==> src/rtl/traffic_phase_scheduler.sv <==
// Demand-driven phase scheduler for a two-road intersection with a pedestrian crossing.
// Optional build macro EMERGENCY_PREEMPT_EN adds the 'emerg' preemption input.
module traffic_phase_scheduler #(
  parameter int GREEN_MIN = 4,
  parameter int GREEN_MAX = 10,
  parameter int YELLOW_T  = 2,
  parameter int ALLRED_T  = 1,
  parameter int WALK_T    = 5,
  parameter int CNT_W     = 4
) (
  input  logic       clk,
  input  logic       reset,
`ifdef EMERGENCY_PREEMPT_EN
  input  logic       emerg,
`endif
  input  logic       car_a,
  input  logic       car_b,
  input  logic       ped_req,
  output logic [2:0] light_A,
  output logic [2:0] light_B,
  output logic       walk,
  output logic       ped_ack,
  output logic [2:0] phase
);

  localparam logic [2:0] ST_ALL_RED  = 3'd0;
  localparam logic [2:0] ST_A_GREEN  = 3'd1;
  localparam logic [2:0] ST_A_YELLOW = 3'd2;
  localparam logic [2:0] ST_B_GREEN  = 3'd3;
  localparam logic [2:0] ST_B_YELLOW = 3'd4;
  localparam logic [2:0] ST_PED_WALK = 3'd5;

  localparam logic [1:0] SRV_A   = 2'd0;
  localparam logic [1:0] SRV_B   = 2'd1;
  localparam logic [1:0] SRV_PED = 2'd2;

  localparam logic [2:0] LAMP_RED    = 3'b100;
  localparam logic [2:0] LAMP_YELLOW = 3'b010;
  localparam logic [2:0] LAMP_GREEN  = 3'b001;

  localparam logic [CNT_W-1:0] GMIN_LAST   = CNT_W'(GREEN_MIN - 1);
  localparam logic [CNT_W-1:0] GMAX_LAST   = CNT_W'(GREEN_MAX - 1);
  localparam logic [CNT_W-1:0] YELLOW_LAST = CNT_W'(YELLOW_T - 1);
  localparam logic [CNT_W-1:0] ALLRED_LAST = CNT_W'(ALLRED_T - 1);
  localparam logic [CNT_W-1:0] WALK_LAST   = CNT_W'(WALK_T - 1);
  localparam logic [CNT_W-1:0] TIMER_SAT   = '1;

  logic [2:0]       state;
  logic [2:0]       state_next;
  logic [CNT_W-1:0] timer;
  logic             timer_clear;
  logic             ped_pend;
  logic [1:0]       last_served;
  logic [2:0]       grant_state;
  logic [1:0]       grant_srv;
  logic             emerg_on;
  logic             ped_entry;

`ifdef EMERGENCY_PREEMPT_EN
  assign emerg_on = emerg;
`else
  assign emerg_on = 1'b0;
`endif

  // Round-robin pick starting after the last served phase; rest on A when idle.
  always_comb begin
    grant_state = ST_A_GREEN;
    grant_srv   = SRV_A;
    case (last_served)
      SRV_A: begin
        if (car_b) begin
          grant_state = ST_B_GREEN;  grant_srv = SRV_B;
        end else if (ped_pend) begin
          grant_state = ST_PED_WALK; grant_srv = SRV_PED;
        end
      end
      SRV_B: begin
        if (ped_pend) begin
          grant_state = ST_PED_WALK; grant_srv = SRV_PED;
        end else if (car_a) begin
          grant_state = ST_A_GREEN;  grant_srv = SRV_A;
        end else if (car_b) begin
          grant_state = ST_B_GREEN;  grant_srv = SRV_B;
        end
      end
      default: begin
        if (car_a) begin
          grant_state = ST_A_GREEN;  grant_srv = SRV_A;
        end else if (car_b) begin
          grant_state = ST_B_GREEN;  grant_srv = SRV_B;
        end else if (ped_pend) begin
          grant_state = ST_PED_WALK; grant_srv = SRV_PED;
        end
      end
    endcase
  end

  always_comb begin
    state_next = state;
    case (state)
      ST_ALL_RED:
        if (!emerg_on && timer >= ALLRED_LAST) state_next = grant_state;
      ST_A_GREEN:
        if (emerg_on || ((car_b || ped_pend) && timer >= GMIN_LAST &&
                         (!car_a || timer >= GMAX_LAST)))
          state_next = ST_A_YELLOW;
      ST_B_GREEN:
        if (emerg_on || ((car_a || ped_pend) && timer >= GMIN_LAST &&
                         (!car_b || timer >= GMAX_LAST)))
          state_next = ST_B_YELLOW;
      ST_A_YELLOW, ST_B_YELLOW:
        if (timer >= YELLOW_LAST) state_next = ST_ALL_RED;
      ST_PED_WALK:
        if (emerg_on || timer >= WALK_LAST) state_next = ST_ALL_RED;
      default:
        state_next = ST_ALL_RED;
    endcase
  end

  // Holding in ALL_RED under preemption pins the timer so clearance restarts afterwards.
  assign timer_clear = (state_next != state) || (state == ST_ALL_RED && emerg_on);
  assign ped_entry   = (state_next == ST_PED_WALK) && (state != ST_PED_WALK);

  always_ff @(posedge clk or negedge reset) begin
    if (!reset) begin
      state       <= ST_ALL_RED;
      timer       <= '0;
      ped_pend    <= 1'b0;
      last_served <= SRV_PED;
    end else begin
      state <= state_next;
      if (timer_clear)
        timer <= '0;
      else if (timer != TIMER_SAT)
        timer <= timer + 1'b1;
      if (ped_entry)
        ped_pend <= 1'b0;
      else if (ped_req)
        ped_pend <= 1'b1;
      if (state == ST_ALL_RED && state_next != ST_ALL_RED)
        last_served <= grant_srv;
    end
  end

  always_comb begin
    light_A = LAMP_RED;
    light_B = LAMP_RED;
    case (state)
      ST_A_GREEN:  light_A = LAMP_GREEN;
      ST_A_YELLOW: light_A = LAMP_YELLOW;
      ST_B_GREEN:  light_B = LAMP_GREEN;
      ST_B_YELLOW: light_B = LAMP_YELLOW;
      default: ;
    endcase
  end

  assign walk    = (state == ST_PED_WALK);
  assign ped_ack = (state == ST_PED_WALK) && (timer == '0);
  assign phase   = state;

endmodule
==> config.mk <==
export PLATFORM = sky130hd
export DESIGN_NAME = traffic_phase_scheduler
export DESIGN_NICKNAME = d
export VERILOG_FILES = /design/src/rtl/traffic_phase_scheduler.sv
export SDC_FILE = /design/constraint.sdc
export NUM_CORES = 1
export LEC_CHECK = 0
export CORE_AREA = 8 8 50 52
export CTS_CLUSTER_SIZE = 10
export DETAILED_ROUTE_END_ITERATION = 7
export DIE_AREA = 0 0 58 60
export MAX_ROUTING_LAYER = met4
export PLACE_DENSITY_LB_ADDON = 0.1
export RECOVER_POWER = 100
export REMOVE_ABC_BUFFERS = 1
export SETUP_SLACK_MARGIN = 0.02
export SLEW_MARGIN = 40
export SYNTH_ARGS = -nofsm -noshare
export SYNTH_HDL_FRONTEND = slang
export SYNTH_SLANG_ARGS = --single-unit
==> constraint.sdc <==
create_clock -name clk -period 2.44 [get_ports clk]
set_input_delay 0.732 -clock clk [delete_from_list [all_inputs] [get_ports clk]]
set_output_delay 0.732 -clock clk [all_outputs]
set_load 0.005 [all_outputs]
# [After elaboration in Yosys (flattened, before gate mapping)]
# Cells that the tools add are included.
[classes] addsub=1 n_lt_le_gt_ge=5 muxes=26 n_eq_ne=10 reduce_logical=20
[op_table] cell="$mux W3" n=9
[op_table] cell="$pmux W3 S2" n=3
[op_table] cell="$pmux W3 S5" n=1
[op_table] cell="$mux W2" n=6
[op_table] cell="$eq A3 B3 Y1 const B" n=3
[op_table] cell="$ge A4 B1 Y1 const B" n=2
[op_table] cell="$mux W4" n=2
[op_table] cell="$logic_and A1 B1 Y1" n=7
[op_table] cell="$eq A3 B2 Y1 const B" n=2
[op_table] cell="$add A4 B1 Y4 const B" n=1
[op_table] cell="$ge A4 B2 Y1 const B" n=1
[op_table] cell="$ge A4 B3 Y1 const B" n=1
[op_table] cell="$ge A4 B4 Y1 const B" n=1
[op_table] cell="$logic_not A4 Y1" n=1
[op_table] cell="$logic_or A1 B1 Y1" n=4
[op_table] cell="$mux W1" n=4
[op_table] cell="$ne A4 B4 Y1 const B" n=1
[op_table] cell="$pmux W2 S2" n=1
[op_table] cell="$reduce_bool A2 Y1" n=2
[op_table] cell="$eq A3 B1 Y1 const B" n=1
[op_table] cell="$logic_not A3 Y1" n=1
[op_table] cell="$ne A3 B3 Y1" n=1
[op_table] cell="$ne A3 B3 Y1 const B" n=1
[op_table] cell="$reduce_bool A3 Y1" n=1
[op_table] cell="4 further kinds" n=5
[word_totals] inputBits=5 elab_cells=66 output_inout_bits=11 ff_bits=10

# [Depth between registers and ports, before layout]
# Gate-level depths: netlist (run 1).
[depth] ltp_word=9 depth_mapped=7

# [Worst setup path before layout (run 1)]
# Ideal clock, no wire load.
[synth_timing] kind="input-to-reg" start="input port car_b" end="register timer[0]" arrival_time_ns=1.682 stages=5 slack_ns=0.628 t_required_ns=2.310 path_cell_list="and2b_1 > a221oi_2 > a221oi_2 > o22ai_2 > nor3_1"
[synth_between] elab_chain_cells=8 word_cells_on_any_way=19
[synth_lines] element="start: declaration" line_no="17" source="input logic car_b,"
[synth_lines] element="$mux W2" line_no="82" source="end else if (car_b) begin"
[synth_lines] element="$mux W2" line_no="80" source="end else if (car_a) begin"
[synth_lines] element="$mux W3" line_no="78" source="if (ped_pend) begin"
[synth_lines] element="$pmux W3 S2" line_no="69" source="case (last_served)"
[synth_lines] element="$mux W3" line_no="102" source="if (!emerg_on && timer >= ALLRED_LAST) state_next = grant_state;"
[synth_lines] element="$pmux W3 S5 *" line_no="100" source="case (state)"
[synth_lines] element="$ne A3 B3 Y1 *" line_no="121" source="assign timer_clear = (state_next != state) || (state == ST_ALL_RED && emerg_on);"
[synth_lines] element="$mux W4 or $reduce_bool A2 Y1 (tied branches)"
[synth_lines] element="end signal: assignment" line_no="135" source="timer <= timer + 1'b1;"
[synth_lines] element="end: declaration" line_no="50" source="logic [CNT_W-1:0] timer;"
# Mark *: on every way between the ends. The rest lies on a longest branch, timed or not.
# A chain may end at the register's enable or synchronous reset.

# [Worst setup path after layout (run 1)]
[layout_timing] start="register state[2] (netlist: phase[2])" end="output port ped_ack"
[layout_between] elab_chain_cells=2
[layout_lines] element="start: declaration" line_no="48" source="logic [2:0] state;"
[layout_lines] element="start signal: assignment" line_no="131" source="state <= state_next;"
[layout_lines] element="$eq A3 B3 Y1" line_no="158" source="assign ped_ack = (state == ST_PED_WALK) && (timer == '0);"
[layout_lines] element="$logic_and A1 B1 Y1" line_no="158"
[layout_lines] element="end: declaration" line_no="22" source="output logic ped_ack,"
# Every way passes these cells.

==> flow_metrics.py, run 1 <==
metrics = {
    "status": {
        "outcome": "complete, no violations",
    },
    "finish": {
        "area_delta_synth_final_pct": 30.49,
        "post-route-cell-area_mm2": 0.001033,
        "layout_common_cells": "nor2_1 (14), clkdlybuf4s50_1 (11), dfrtp_1 (8)",
        "final_cells": 130,
        "n_antenna_cell": 0,
        "utilization": 0.5736,
        "layout_commonest_cell": "nor2_1",
        "drive_above_1_share": 0.2589,
        "fin_nets": 122,
    },
    "placed_design": {
        "dpl.cell_count": 125,
        "place_area_um2": 982.2,
        "port_buffers": 15,
        "hpwl_um": 1555,
        "gp_congestion": 0.8459,
    },
    "timing": {
        "setup_viol": 0,
        "relSlewSlack": 0.6852,
        "slew_viol_final": 0,
        "fmax_mhz": 427.2,
        "tightest_slew_ns": 0.4694,
        "fin_crit_ns": 2.341,
        "timing.final.crit_share": 0.9593,
        "hold_viol": 0,
        "skew_ns": 0.003398,
        "rsz0062_at_grt": "no",
    },
    "route": {
        "drc": 0,
        "wl_per_cell_um": 14.63,
        "ant_nets": 0,
        "vias": 729,
        "drt-total-wl_um": 1902,
        "drt_iter0_markers": 23,
        "viasPerCell": 5.608,
        "firstDrtPassIters": 4,
    },
    "clock_tree": {
        "cts_buffers": 3,
        "cts_sinks": 10,
        "clk_latency_ns": 0.26,
        "htreeDepth": 1,
        "cts-root-buf": "clkbuf_4",
        "tritoncts": "yes",
        "ctsLongestPathBuffers": 2,
        "clk_pin_slew_ns": 0.06,
    },
    "logic_synthesis": {
        "synth_area_per_cell_um2": 8.899,
        "yosys.area.top_type": "dfrtp_1",
        "syn-cell-area_um2": 792.0,
        "syn_inst": 89,
        "yosysUniqueCellTypes": 44,
        "seq_area_frac_synth": 0.3175,
        "yosysWarnings": 0,
        "synth.area.top_cells": "dfrtp_1 (28%), nor2_1 (7.1%), ha_1 (6.3%)",
        "yosys.area.top_type_share": 0.2844,
        "ys_seq_elements": 10,
    },
    "min_path": {
        "hp-class": "flop to flop",
    },
    "setup_path": {
        "cp-start-kind": "flop",
        "worstPathRequired_ns": 1.71,
        "path_max_fanout": 8,
        "worstSetupPathType": "flop to primary output",
        "end_kind": "primary output",
        "arrival_ns": 1.61,
    },
    "global_routing": {
        "grt_pass1_wl_um": 3201,
        "grt_max_degree": 13,
        "first_global_vias": 696,
        "grt_use_total": 0.1214,
        "antenna_found_initial": 0,
        "grt-ovfl-total": 0,
    },
    "power": {
        "power_leakage_nw": 0.4717,
        "p_per_area_mw_per_mm2": 1090,
        "ir_worst_vdd_mv": 0.5532,
    },
    "floorplanning": {
        "initial_core_util": 0.4396,
        "die_w_um": 58,
        "design.portCount": 16,
        "core_area_mm2": 0.001802,
        "rows": 16,
        "die_h_um": 60,
        "die_area_mm2": 0.003480,
    },
    "flow_run": {
        "maxCapViolations": 0,
    },
}
-- cell usage after synthesis --
cell type   n
a211o_1     2
o21ai_0     2
a221oi_2    2
nor2_1     15
a2111oi_2   1
mux2i_1     1
and2b_2     1
nor2b_2     1
a2111oi_0   1
inv_1       5
a21oi_2     1
a211oi_1    1
inv_2       1
nand3_1     3
nor2b_1     1
nand2_1     4
or3_1       1
and2_1      1
o21bai_2    1
xnor2_1     1
o22ai_1     4
nor4_2      1
buf_6       2
ha_1        4
a21o_1      2
nor3_1      4
and4bb_1    1
dfstp_2     1
or2_2       1
nor3b_1     1
o22ai_2     1
buf_2       1
a311oi_1    1
dfrtp_1     9
and2b_1     1
nor2_2      1
nand2b_4    1
o21ai_1     1
nand2b_1    1
a21oi_1     1
nand4_1     1
a31oi_1     1
o21bai_1    1
and3_1      1
-- what timing repair did --
action                                  4_1_cts  5_1_grt
endpoints found under the setup margin        4        4
hold buffers                                  0        0
pin swaps                                     0        0
resized for setup                             4        4
buffers inserted                              0        1
-- routing by layer --
layer,track usage,up-vias,part of all wire
met4,0.05594,0,0.0084
met2,0.1863,29,0.46
met5,-,-,0
met3,0.03226,2,0.071
met1,0.1455,329,0.46
li1,-,369,-
-- state kept, by name, summed over array words and instances, names as in the netlist --
| name | count |
|---|---|
| ped_pend | 1 |
| phase | 3 |
| last_served | 2 |
| timer | 4 |
-- final timing paths --
check	endpoint	cells past startpoint	start	slack, ns
worst max-delay path	ped_ack	5	phase[2]$_DFF_PN0_	0.1
worst min-delay path	last_served[1]$_DFFE_PN1P_	1	last_served[1]$_DFFE_PN1P_	0.54
worst max register to register	timer[1]$_DFFE_PN0P_	7	timer[0]$_DFFE_PN0P_	0.47
worst min register to register	last_served[1]$_DFFE_PN1P_	1	last_served[1]$_DFFE_PN1P_	0.54
max in group asynchronous	last_served[1]$_DFFE_PN1P_	1	reset	1.27
min in group asynchronous	ped_pend$_DFFE_PN0P_	1	reset	0.84
-- metrics by stage --
| step | total power (W) | worst slack (ns) | TNS (ns) | hold slack (ns) |
|---|---|---|---|---|
| after global routing | 0.001221 | 0.009168 | 0 | 0.5634 |
| final | 0.001126 | 0.09924 | 0 | 0.5373 |
| after CTS | 0.001115 | 0.03016 | 0 | 0.5387 |
| after global placement | 0.0009792 | -0.05708 | -0.2185 | 0.5242 |
| after detailed placement | 0.0009845 | -0.04887 | -0.1558 | 0.5290 |
| after floorplan | 0.0006928 | 0.6278 | 0 | 0.4364 |
-- cells by family (layout without fill, tap and decap cells) --
kind of cell	after synthesis	count (layout)	share of synthesized area
AOI/OAI and AO/OA	23	23	0.2449
xor gates and xnor gates	1	1	0.01106
adders and majority gates	4	4	0.06319
buffers and inverters	9	32	0.06318
DFF	10	10	0.3175
muxes	1	1	0.01264
and+or+nand+nor	41	41	0.2875
-- area by class of cell --
class                   count  area, um^2
clock buffers               4       26.28
fillers                   165       768.2
inverters                   6       22.52
multi-input cells          70       505.5
flip-flops and latches     10       252.7
well taps                  18       22.52
repair buffers             22       203.9
-- power by group --
group	total [W]	switching (W)	leakage [nW]	internal [W]
Clock	0.000113	0.0000505	0.0150	0.0000629
Sequential	0.000282	0.0000550	0.123	0.000227
Combinational	0.000731	0.000367	0.334	0.000364
Total	0.00113	0.000473	0.472	0.000654
-- critical path, stage by stage (launching register included) --
cell	delay (ns)
dfrtp_1	0.35
buf_4	0.19
nand2b_4	0.07
nor2_1	0.10
and3_1	0.15
clkdlybuf4s50_1	0.49
Note: power is estimated with default switching activity, not from simulation.
==> run 2, diff against run 1 <==
- ABC_CLOCK_PERIOD_IN_PS: not set -> 2440
- GPL_ROUTABILITY_DRIVEN: not set -> 1
==> results of run 2 <==
Final layout, timing and power as in run 1 (identical DEF).
